[src/rtl/label_ram_arb.sv]
// Label RAM port arbiter: tracks the VGA read address during active video and
// grants round-robin writes from two writers during blanking, capped per window.
module label_ram_arb #(
    parameter int AW     = 8,
    parameter int DW     = 8,
    parameter int MAX_WR = 16
) (
    input  logic          px_clk,
    input  logic          rst,
    input  logic          blank,
    input  logic [AW-1:0] vga_addr,
    input  logic          req0,
    input  logic          req1,
    input  logic [AW-1:0] addr0,
    input  logic [AW-1:0] addr1,
    input  logic [DW-1:0] din0,
    input  logic [DW-1:0] din1,
    output logic          ack0,
    output logic          ack1,
    output logic [AW-1:0] ram_addr,
    output logic          ram_we,
    output logic [DW-1:0] ram_din,
    output logic [7:0]    wr_cnt
);

    // state | meaning
    // VIDEO | active video, ram_addr follows vga_addr, no writes
    // IDLE  | blanking, waiting for a request (or cap reached)
    // WRITE | write issued last edge; ram_we drops, count advances
    typedef enum logic [1:0] {VIDEO, IDLE, WRITE} state_t;

    localparam logic [7:0] MAX_WR_C = 8'(MAX_WR);

    state_t        state, state_nxt;
    logic          last_grant, last_nxt;
    logic          grant1;
    logic [AW-1:0] addr_nxt;
    logic [DW-1:0] din_nxt;
    logic          we_nxt, ack0_nxt, ack1_nxt;
    logic [7:0]    cnt_nxt;

    always_ff @(posedge px_clk or posedge rst) begin
        if (rst) begin
            state      <= VIDEO;
            last_grant <= 1'b1;
            ram_addr   <= '0;
            ram_din    <= '0;
            ram_we     <= 1'b0;
            ack0       <= 1'b0;
            ack1       <= 1'b0;
            wr_cnt     <= '0;
        end else begin
            state      <= state_nxt;
            last_grant <= last_nxt;
            ram_addr   <= addr_nxt;
            ram_din    <= din_nxt;
            ram_we     <= we_nxt;
            ack0       <= ack0_nxt;
            ack1       <= ack1_nxt;
            wr_cnt     <= cnt_nxt;
        end
    end

    always_comb begin
        state_nxt = state;
        last_nxt  = last_grant;
        addr_nxt  = ram_addr;
        din_nxt   = ram_din;
        we_nxt    = 1'b0;
        ack0_nxt  = 1'b0;
        ack1_nxt  = 1'b0;
        cnt_nxt   = wr_cnt;
        // writer 1 wins when alone or when writer 0 held the last grant
        grant1    = req1 && (!req0 || !last_grant);

        case (state)
            VIDEO: begin
                addr_nxt = vga_addr;
                if (blank) begin
                    state_nxt = IDLE;
                    cnt_nxt   = '0;
                end
            end
            IDLE: begin
                if (!blank) begin
                    state_nxt = VIDEO;
                    addr_nxt  = vga_addr;
                end else if ((wr_cnt < MAX_WR_C) && (req0 || req1)) begin
                    state_nxt = WRITE;
                    we_nxt    = 1'b1;
                    if (grant1) begin
                        addr_nxt = addr1;
                        din_nxt  = din1;
                        ack1_nxt = 1'b1;
                        last_nxt = 1'b1;
                    end else begin
                        addr_nxt = addr0;
                        din_nxt  = din0;
                        ack0_nxt = 1'b1;
                        last_nxt = 1'b0;
                    end
                end
            end
            WRITE: begin
                if (wr_cnt < MAX_WR_C)
                    cnt_nxt = wr_cnt + 8'd1;
                // leaving for VIDEO reloads the read address so the first video cycle is valid
                if (blank) begin
                    state_nxt = IDLE;
                end else begin
                    state_nxt = VIDEO;
                    addr_nxt  = vga_addr;
                end
            end
            default: state_nxt = VIDEO;
        endcase
    end

endmodule

[config.mk]
export PLATFORM = sky130hd
export DESIGN_NAME = label_ram_arb
export DESIGN_NICKNAME = d
export VERILOG_FILES = /design/src/rtl/label_ram_arb.sv
export SDC_FILE = /design/constraint.sdc
export NUM_CORES = 1
export LEC_CHECK = 0
export CORE_MARGIN = 5
export CORE_UTILIZATION = 41
export CTS_BUF_LIST = sky130_fd_sc_hd__clkbuf_8
export CTS_CLUSTER_SIZE = 30
export DETAILED_ROUTE_END_ITERATION = 7
export PLACE_DENSITY = 0.78
export SYNTH_ARGS = -nofsm -noshare
export SYNTH_HDL_FRONTEND = slang
export SYNTH_SLANG_ARGS = --single-unit
[constraint.sdc]
create_clock -name px_clk -period 2.6 [get_ports px_clk]
set_input_delay 0.78 -clock px_clk [delete_from_list [all_inputs] [get_ports px_clk]]
set_output_delay 0.78 -clock px_clk [all_outputs]
set_load 0.03 [all_outputs]
==> results.yml <==
outcome:
  status: "finished clean"
layout:
  layout_commonest_cell: "clkdlybuf4s50_1"
  area_delta_synth_final_pct: 60.4
  layout-drive-gt1-share: 0.0830
  mostFrequentLayoutCells: "clkdlybuf4s50_1, nand2_1, dfrtp_1"
  finalNonFillerCells: 275
  fin_nets: 274
  antenna_cells: 0
worst_setup_path:
  cp_slowest_stage_delay_ns: 0.70
  crit_type: "reg2out"
  crit_path_start: "wr_cnt[1]$_DFFE_PP0P_"
  crit_buf_inv: 1
  cp-end-kind: "output pin"
  path_delay_family: "buffers and inverters"
  worstSetupStartpointType: "flop"
  critPathMaxFanout: 5
  reg2reg_from: "wr_cnt[4]$_DFFE_PP0P_"
  reg2reg_depth: 3
  cp.depth: 1
  cp.arrival_ns: 1.41
  crit_slowest_cell: "clkdlybuf4s50_1"
  cp_cell_sequence: "clkdlybuf4s50_1"
  crit_required_ns: 1.82
global_routing:
  track_usage: 0.175
  grt_pass1_wl_mm: 6.98
  antenna_found_initial: 0
  grt_overflow: 0
  first_global_vias: 1476
  grt_start_max_net_pins: 19
route:
  drt_iter0_drc: 86
  vias: 1395
  wl_per_cell_um: 14.5
  drc: 0
  ant_nets: 0
  vias_per_cell: 5.07
  finalWirelength_mm: 4.00
  drt_first_pass_iters: 5
floorplan:
  start_util: 0.430
  rows: 21
  die_area_um2: 4850
  core_area_um2: 3390
  die_x_um: 69.7
  ioPinCount: 72
  die_h_um: 69.7
clocking:
  cts_made_buffers: 5
  clk_latency_ns: 0.28
  clock_path_buffers: 2
  cts_setup_buffers: 0
  ctsResizeCount: 0
  cts.sinks: 30
  cts_tree: "yes"
  cts-root-buf: "clkbuf_8"
  h-tree-depth: 2
  ctsHoldBuffers: 0
  clkTransAtPathRegs_ns: 0.06
sta:
  clock-skew-final_ns: 0.00842
  finalCritPeriodShare: 0.841
  drv_slew: 0
  finalCriticalPeriod_ns: 2.19
  rsz0062_at_grt: "false"
  final.setup.tns_ns: 0
  worst_slew_pin_slew_ns: 0.553
  setup_slack_ns: 0.414
  fmax_ghz: 0.458
  slew_headroom: 0.631
  hold_viol_final: 0
  setup_viol: 0
synth:
  syn_area_per_cell_um2: 9.60
  yosysUniqueCellTypes: 34
  syn_inst: 152
  ys_seq_elements: 30
  synthesis.nets: 198
  synth-edff-count: 0
  synth_top_flop_cell: "dfrtp_1"
  yosysWarnings: 0
  synth_area_um2: 1460
  async_flop_share: 1.00
  yosysSeqAreaShare: 0.515
place:
  port_buffers: 71
  post-place-ws_ns: 0.132
  gp_congestion: 0.811
  dp_cells: 267
  dp_hpwl_mm: 3.09
pwr:
  power.density_nw_per_um2: 625
  p_leak_nw: 0.995
  vdd_ir_drop_max_mv: 0.289
hold_path:
  min_path_type: "reg2reg"
  hold_start: "ram_addr[2]$_DFFE_PP0P_"
  whs_path_depth: 2
run:
  max_cap_viol_count: 0
## sequential cells by signal, summed over array words and instances, names as in the netlist
signal,count
state,2
ram_addr,8
wr_cnt,8
last_grant,1
ack0,1
ack1,1
ram_we,1
ram_din,8
## layer usage
metal,wire (um),vias up,part of all wire,track usage
met5,0,-,0,0
met4,42,0,0.011,0.0532
met3,293,6,0.073,0.0681
met2,1900,63,0.47,0.280
met1,1770,641,0.44,0.217
li1,-,685,-,-
## cells by family after synthesis
logic type | after synthesis | synth area share
buffers and inverters | 10 | 0.0412
DFF | 30 | 0.515
and+or+nand+nor | 65 | 0.207
adders and majority gates | 2 | 0.0154
AOI/OAI and AO/OA | 43 | 0.203
muxes | 2 | 0.0180
## final timing paths
kind                                           endpoint  slack (ns)
min in group asynchronous        ram_din[3]$_DFFE_PP0P_        0.86
worst max-delay path                          wr_cnt[1]        0.41
worst max register to register  ram_addr[3]$_DFFE_PP0P_        0.66
worst min-delay path            ram_addr[2]$_DFFE_PP0P_        0.47
worst min register to register  ram_addr[2]$_DFFE_PP0P_        0.47
max in group asynchronous         wr_cnt[0]$_DFFE_PP0P_        1.26
## metrics by stage
| step | power [mW] | util | area [um^2] | hold WS, ns |
|---|---|---|---|---|
| 6_report | 1.46 | 0.690 | 2340 | 0.475 |
| 5_1_grt | 1.54 | 0.690 | 2340 | 0.519 |
| 4_1_cts | 1.48 | 0.690 | 2340 | 0.479 |
| 3_5_place_dp | 1.10 | 0.663 | 2250 | 0.466 |
| 3_3_place_gp | 1.09 | 0.663 | 2250 | 0.466 |
| 2_1_floorplan | 0.854 | - | 1460 | 0.618 |
## where the power goes
group	switching, mW	total (mW)	internal (mW)
combinational	0.262	0.505	0.244
clock	0.164	0.372	0.209
sequential	0.0458	0.585	0.540
## cell usage after synthesis (all sizes together) (2+ instances only)
library cell | instances | area (um^2)
a21o | 8 | 60.1
a21oi | 8 | 40.0
a22o | 4 | 35.0
a31oi | 8 | 50.1
and2 | 2 | 12.5
buf | 4 | 37.5
clkbuf | 5 | 18.8
dfrtp | 29 | 726
mux2 | 2 | 26.3
nand2 | 30 | 113
nor2 | 20 | 75.1
nor2b | 3 | 18.8
nor3 | 2 | 21.3
nor3b | 2 | 15.0
o21ai | 2 | 10.0
o31ai | 8 | 60.1
or4 | 2 | 18.8
## final cells by class
cell class / instances / area (um^2)
Fill cell: 250 / 1050
Sequential cell: 30 / 752
Multi-Input combinational cell: 112 / 647
Tap cell: 46 / 57.6
Clock buffer: 6 / 82.6
Inverter: 1 / 3.75
Clock inverter: 2 / 8.76
Timing Repair Buffer: 78 / 788
Power figures use the tool's default switching activity.
